==> src/rtl/program_counter_stack.sv <==
// Program counter with an integrated return-address stack.
// One operation per cycle by fixed priority: load > branch > call > ret > inc > hold.
module program_counter_stack #(
  parameter int DATA_SIZE   = 16,
  parameter int STACK_DEPTH = 8,
  parameter int INC_STEP    = 1
) (
  input  logic                             clock,
  input  logic                             reset,
  input  logic [DATA_SIZE-1:0]             in,
  input  logic [DATA_SIZE-1:0]             offset,
  input  logic                             load,
  input  logic                             branch,
  input  logic                             call,
  input  logic                             ret,
  input  logic                             inc,
  input  logic                             clear_err,
  output logic [DATA_SIZE-1:0]             out,
  output logic [$clog2(STACK_DEPTH+1)-1:0] depth,
  output logic                             stack_empty,
  output logic                             stack_full,
  output logic                             overflow,
  output logic                             underflow
);

  localparam int DW = $clog2(STACK_DEPTH + 1);
  localparam int AW = $clog2(STACK_DEPTH);

  typedef enum logic [2:0] {
    OP_HOLD, OP_LOAD, OP_BRANCH, OP_CALL, OP_RET, OP_INC
  } op_e;

  logic [DATA_SIZE-1:0] r_pc;
  logic [DW-1:0]        r_depth;
  logic                 r_overflow;
  logic                 r_underflow;
  logic [DATA_SIZE-1:0] r_stack [0:(1<<AW)-1];

  op_e                  w_op;
  logic                 w_full;
  logic                 w_empty;
  logic                 w_push;
  logic                 w_pop;
  logic                 w_ovf_evt;
  logic                 w_unf_evt;
  logic [DATA_SIZE-1:0] w_ret_addr;
  logic [DW-1:0]        w_depth_m1;
  logic [AW-1:0]        w_push_idx;
  logic [AW-1:0]        w_pop_idx;

  // NOTE: every always_comb output gets a default first so no path leaves it unassigned (no latch).
  always_comb begin
    w_op = OP_HOLD;
    if      (load)   w_op = OP_LOAD;
    else if (branch) w_op = OP_BRANCH;
    else if (call)   w_op = OP_CALL;
    else if (ret)    w_op = OP_RET;
    else if (inc)    w_op = OP_INC;
  end

  assign w_full     = (r_depth == DW'(STACK_DEPTH));
  assign w_empty    = (r_depth == '0);
  assign w_push     = (w_op == OP_CALL) && !w_full;
  assign w_pop      = (w_op == OP_RET)  && !w_empty;
  assign w_ovf_evt  = (w_op == OP_CALL) &&  w_full;
  assign w_unf_evt  = (w_op == OP_RET)  &&  w_empty;
  assign w_ret_addr = r_pc + DATA_SIZE'(INC_STEP);
  assign w_depth_m1 = r_depth - DW'(1);
  // Index slices are only used when depth is in range, so the truncation is safe.
  assign w_push_idx = r_depth[AW-1:0];
  assign w_pop_idx  = w_depth_m1[AW-1:0];

  // NOTE: sequential state uses non-blocking assignments only, so all registers update together at the edge.
  always_ff @(posedge clock) begin
    if (reset) begin
      r_pc        <= '0;
      r_depth     <= '0;
      r_overflow  <= 1'b0;
      r_underflow <= 1'b0;
    end else begin
      unique case (w_op)
        OP_LOAD:   r_pc <= in;
        OP_BRANCH: r_pc <= r_pc + offset;
        OP_CALL:   r_pc <= in;
        OP_RET:    if (w_pop) r_pc <= r_stack[w_pop_idx];
        OP_INC:    r_pc <= w_ret_addr;
        default:   r_pc <= r_pc;
      endcase
      if (w_push)     r_depth <= r_depth + DW'(1);
      else if (w_pop) r_depth <= w_depth_m1;
      // A same-cycle error event beats clear_err.
      r_overflow  <= (r_overflow  & ~clear_err) | w_ovf_evt;
      r_underflow <= (r_underflow & ~clear_err) | w_unf_evt;
    end
  end

  // NOTE: stack storage has no reset; entries above depth are never read, and this lets it map to RAM.
  always_ff @(posedge clock) begin
    if (!reset && w_push) r_stack[w_push_idx] <= w_ret_addr;
  end

  assign out         = r_pc;
  assign depth       = r_depth;
  assign stack_empty = w_empty;
  assign stack_full  = w_full;
  assign overflow    = r_overflow;
  assign underflow   = r_underflow;

endmodule

==> config.mk <==
export PLATFORM = sky130hd
export DESIGN_NAME = program_counter_stack
export DESIGN_NICKNAME = d
export VERILOG_FILES = /design/src/rtl/program_counter_stack.sv
export SDC_FILE = /design/constraint.sdc
export NUM_CORES = 1
export LEC_CHECK = 0
export CELL_PAD_IN_SITES_DETAIL_PLACEMENT = 0
export CELL_PAD_IN_SITES_GLOBAL_PLACEMENT = 1
export CORE_UTILIZATION = 40
export DETAILED_ROUTE_END_ITERATION = 12
export DONT_BUFFER_PORTS = 1
export PLACE_DENSITY_LB_ADDON = 0.1
export SLEW_MARGIN = 5
export SYNTH_ARGS = -nofsm -noshare
export SYNTH_HDL_FRONTEND = slang
export SYNTH_SLANG_ARGS = --single-unit
export TNS_END_PERCENT = 50
==> constraint.sdc <==
create_clock -name clock -period 4.4 [get_ports clock]
set_input_delay 0.88 -clock clock [delete_from_list [all_inputs] [get_ports clock]]
set_output_delay 0.88 -clock clock [all_outputs]
set_load 0.01 [all_outputs]
## After elaboration in Yosys (flattened, before gate mapping)

Memory sizes are Yosys's and may differ from the RTL's.
Index checks and enable logic that the tools add are counted.

| word-level totals | value |
|---|---|
| flip-flop bits (word level) | 22 |
| RAM bits | 128 |
| input bits | 40 |
| word-level logic and storage cells | 45 |
| memories kept | 1 |

Memory list:

| name | words | bits a word | read ports | clocked after Yosys merged registers in | wr ports | RTL line | text |
|---|---|---|---|---|---|---|---|
| r_stack | 8 | 16 | 1 | 0 | 1 | 37 | `logic [DATA_SIZE-1:0] r_stack [0:(1<<AW)-1];` |

| operators by class | value |
|---|---|
| add/sub/neg operators | 4 |
| equality and inequality tests | 7 |
| muxes and demuxes | 11 |
| bitwise logic cells | 5 |
| reductions and logical operators | 13 |

Operator list:

| kind | count |
|---|---|
| $pmux W16 S4 | 1 |
| $add A16 B1 Y16 const B | 1 |
| $add A16 B16 Y16 | 1 |
| $mux W16 | 1 |
| $mux W3 | 5 |
| $mux W4 | 2 |
| $eq A3 B2 Y1 const B | 2 |
| $eq A3 B3 Y1 const B | 2 |
| $logic_and A1 B1 Y1 | 5 |
| $add A4 B1 Y4 const B | 1 |
| $eq A4 B4 Y1 const B | 1 |
| $logic_not A4 Y1 | 1 |
| $reduce_bool A4 Y1 | 1 |
| $sub A4 B1 Y4 const B | 1 |
| $eq A3 B1 Y1 const B | 1 |
| $logic_not A1 Y1 | 3 |
| $and A1 B1 Y1 | 2 |
| $mux W1 | 2 |
| $ne A2 B2 Y1 const B | 1 |
| $or A1 B1 Y1 | 2 |
| $reduce_and A2 Y1 | 1 |
| $reduce_bool A2 Y1 | 1 |
| $reduce_or A2 Y1 | 1 |
| $not A1 Y1 | 1 |

## Logic depth before layout (Yosys ltp)

| logic depth | value |
|---|---|
| depth in word-level cells | 10 |
| gate-level depth with buffers | 11 |
| gate-level depth less buffers | 8 |

## Worst setup path after synthesis

OpenSTA, ideal clock, no wires.

| timing path | value |
|---|---|
| path type | reg-to-reg |
| from | reg r_depth[0] (netlist: depth[0]) |
| to | mem r_stack[1][0], enable pin |
| library setup time | 0.409 ns |
| arrival | 2.833 ns |
| slack | 1.158 ns |
| cell stages (with the launch flop) | 10 |
| clock period less this slack | 3.242 ns |
| cell sequence | dfxtp_1 -> buf_6 -> buf_2 -> inv_1 -> ha_1 -> nand3b_1 -> nand3_1 -> nor2_1 -> nand2_1 -> nor3_1 |

| between the ends | value |
|---|---|
| cells in the longest elaborated chain, start to end | 6 |

RTL lines:

| what | RTL line | text |
|---|---|---|
| from (decl) | 34 | `logic [DW-1:0] r_depth;` |
| from (signal assigned) | 89 | `if (w_push) r_depth <= r_depth + DW'(1);` |
| from (signal assigned) | 90 | `else if (w_pop) r_depth <= w_depth_m1;` |
| $eq A4 B4 Y1 | 61 | `assign w_full = (r_depth == DW'(STACK_DEPTH));` |
| $logic_not A1 Y1 | 63 | `assign w_push = (w_op == OP_CALL) && !w_full;` |
| $logic_and A1 B1 Y1 | 63 |  |
| $logic_and A1 B1 Y1 | 99 | `if (!reset && w_push) r_stack[w_push_idx] <= w_ret_addr;` |
| $mux W1 | 99 |  |
| $mux W1 (not written as such) | 99 |  |
| to (decl) | 37 |  |

Several ways; a longest one is shown, not always the timed one.

## Worst setup path after layout

| timing path | value |
|---|---|
| from | reg r_depth[1] (netlist: depth[1]) |
| to | reg r_pc[13] (netlist: out[13]) |

| between the ends | value |
|---|---|
| cells in the longest elaborated chain, start to end | 5 |
| elaborated cells on any way between the ends | 9 |
| classes of those cells | 1 x add/sub; 1 x eq/ne; 2 x mux; 4 x reduce/logical; 1 x memory |

RTL lines:

| what | RTL line | text |
|---|---|---|
| parallel branches: the longest is 5 deep, another holds $mem_v2 Z8 W16 | - |  |
| to (signal assigned) | 82 | `OP_LOAD: r_pc <= in;` |
| to (signal assigned) | 83 | `OP_BRANCH: r_pc <= r_pc + offset;` |
| to (signal assigned) | 84 | `OP_CALL: r_pc <= in;` |
| to (decl) | 33 | `logic [DATA_SIZE-1:0] r_pc;` |

Several ways; the timed one is not identified. The select of a mux whose other input is x is not followed.
A chain may end at the register's enable or synchronous reset.

==> qor.yml <==
status: "finished, final reports clean"
postCtsSetupBuffers: 0
antenna_cells: 0
dpl_cell_area_sq_mm: 0.00747
synthMostInstantiatedCell: "edfxtp_1"
synth_cell_types: 62
synthArstFlopShare_pct: 0
netlist.area_leader.share_pct: 53.6
grt_util_all_layers_pct: 20.7
path_clk_slew_ps: 60
synth_top_area_cell: "edfxtp_1"
cp_data_arrival_time_ps: 3310
routed_wl_um: 18200
globalplace.congestion: 0.911
fin_skew_ps: 8.78
yosys-top-cells-count: "edfxtp_1 (128), nor2_1 (49), nand2_1 (47)"
die_area_sq_mm: 0.0185
finalHoldViolCount: 0
rsz0062_at_grt: "no"
tightestPinTransition_ps: 1040
setup.worst_path.start_class: "flip-flop"
syn_inst: 531
period_minus_slack_ps: 3000
cts_resized: 0
place_ws_ps: 1350
synth_nets: 590
synth.cell_area_sq_mm: 0.00717
cpMaxStageDelayCell: "ha_1"
drt_iter0_markers: 357
area_growth_pct: 12.3
final_net_count: 599
crit_chain: "inv_1 -> ha_1 -> buf_4 -> mux4_1 -> nand2_1 -> a21oi_1 -> a2111o_1 -> a32oi_1 -> nand2_1"
fp.dieH_um: 136
initial_core_util_pct: 41.2
grt_overflow: 0
hold_class: "flip-flop to flip-flop"
cts_sinks: 150
maxCapViolCount: 0
synthFlopType: "edfxtp_1"
fin_tns_setup_ps: 0
grt_pass1_wl_um: 27100
drtAntennaViolNets: 0
fp-row-count: 48
slew_violations: 0
drc: 0
netlist_top_cells_area: "edfxtp_1 (54%), mux4_2 (9.4%), dfxtp_1 (6.1%)"
numCtsBuffers: 17
cts_buffer_depth: 2
yosysWarnings: 0
syn_area_per_cell_sq_um: 13.5
grt_max_degree: 39
cts_tree: "built"
synth_edf_count: 128
ctsHtreeMaxLevel: 4
routedWlPerCell_um: 23.4
antenna_found_initial: 0
dpl.hpwl_um: 12500
yosysSeqAreaShare_pct: 59.8
coreArea_sq_mm: 0.0174
setup_viol: 0
ir_drop_mv: 0.318
power_density_mw_per_mm2: 431
max_slew_margin_pct: 30.2
vias: 4545
viasPerCell: 5.85
p_leak_nw: 2.75
crit_fanout: 14
final_area_sq_mm: 0.00805
cts-root-buf: "clkbuf_16"
fin_ws_ps: 1400
firstDrtPassIters: 4
fin_cells: 777
fmax_mhz: 333
dp_cells: 746
postCtsHoldBufs: 0
grt_pass1_vias: 4500
die_x_um: 136
clkLatencyLatePin_ps: 420
period_share_pct: 68.2
endpoint_kind: "flip-flop"
crit_type: "flip-flop to flip-flop"
io_buffers: 0
boundaryPins: 64
critPathMaxStageDelay_ps: 810
required_ps: 4710
crit_buf_inv: 2
critPathTopFamily: "adder cells"
cpMostUsedCell: "nand2_1"
drive_above_1_share_pct: 15.0
synth-seq-cells: 150
==> power by group <==
| part | switching (mW) | internal (mW) |
|---|---|---|
| clock network | 0.562 | 0.886 |
| registers | 0.0474 | 1.59 |
| logic | 0.235 | 0.152 |
==> area by class of cell <==
class                      instances  area, sq um
clock buffer                      18          429
tap                              225          282
sequential                       150         4290
multi-input combinational        348         2760
inverter                           8         30.0
timing repair buffer              15          113
fill                            1586         9370
clock inverter                    13          155
==> sequential cells by signal, summed over array words and instances (netlist names) <==
register,count
r_stack,128
out,16
depth,4
overflow,1
underflow,1
==> worst register-to-register path: stages (launching register included) <==
cell	delay (ps)
dfxtp_1	560
inv_1	120
ha_1	810
buf_4	290
mux4_1	270
nand2_1	100
a21oi_1	110
a2111o_1	410
a32oi_1	150
nand2_1	70
==> logic make-up after synthesis <==
family	count (synthesis)	synth area share (%)
flops	150	59.8
mux	38	11.0
xor+xnor	26	3.28
compound gates	107	10.1
simple gates	158	10.4
fa+ha+maj	19	3.42
buf+inv	33	2.02
==> path summary, 6_finish.rpt <==
check                   startpoint                   end  slack, ps  depth (start not counted)
max          depth[1]$_SDFFE_PP0P_  out[13]$_SDFFE_PP0P_       1400                          9
min            overflow$_SDFF_PP0_   overflow$_SDFF_PP0_        520                          2
max reg2reg  depth[1]$_SDFFE_PP0P_  out[13]$_SDFFE_PP0P_       1400                          9
min reg2reg    overflow$_SDFF_PP0_   overflow$_SDFF_PP0_        520                          2
==> through the flow <==
stage               hold slack, ps  total power [mW]  utilization (%)
finish                         518              3.47             46.2
floorplan                      493              1.94                -
global route                   516              3.59             46.2
CTS                            513              3.50             46.2
global placement               516              2.05             42.9
detailed placement             510              2.05             42.9
==> metal layers <==
metal,share of wire [%],track usage [%],wire length (um)
met1,46,28.8,8310
met2,46,31.5,8390
met3,7.2,6.30,1300
met4,1.1,5.19,195
met5,0,0,0
==> layout by cell type (no fill, tap or decap), drive strengths merged, types with 7 or more instances in the layout <==
master / n
clkinv: 7
dfxtp: 22
nor2: 49
xnor2: 15
buf: 15
xor2: 11
nand3: 16
a221oi: 9
nor3: 8
edfxtp: 128
o21ai: 14
a21o: 10
inv: 10
a211oi: 9
mux4: 32
a21oi: 35
clkbuf: 18
ha: 18
nand2: 47
Note: power is estimated with default switching activity, not from simulation.
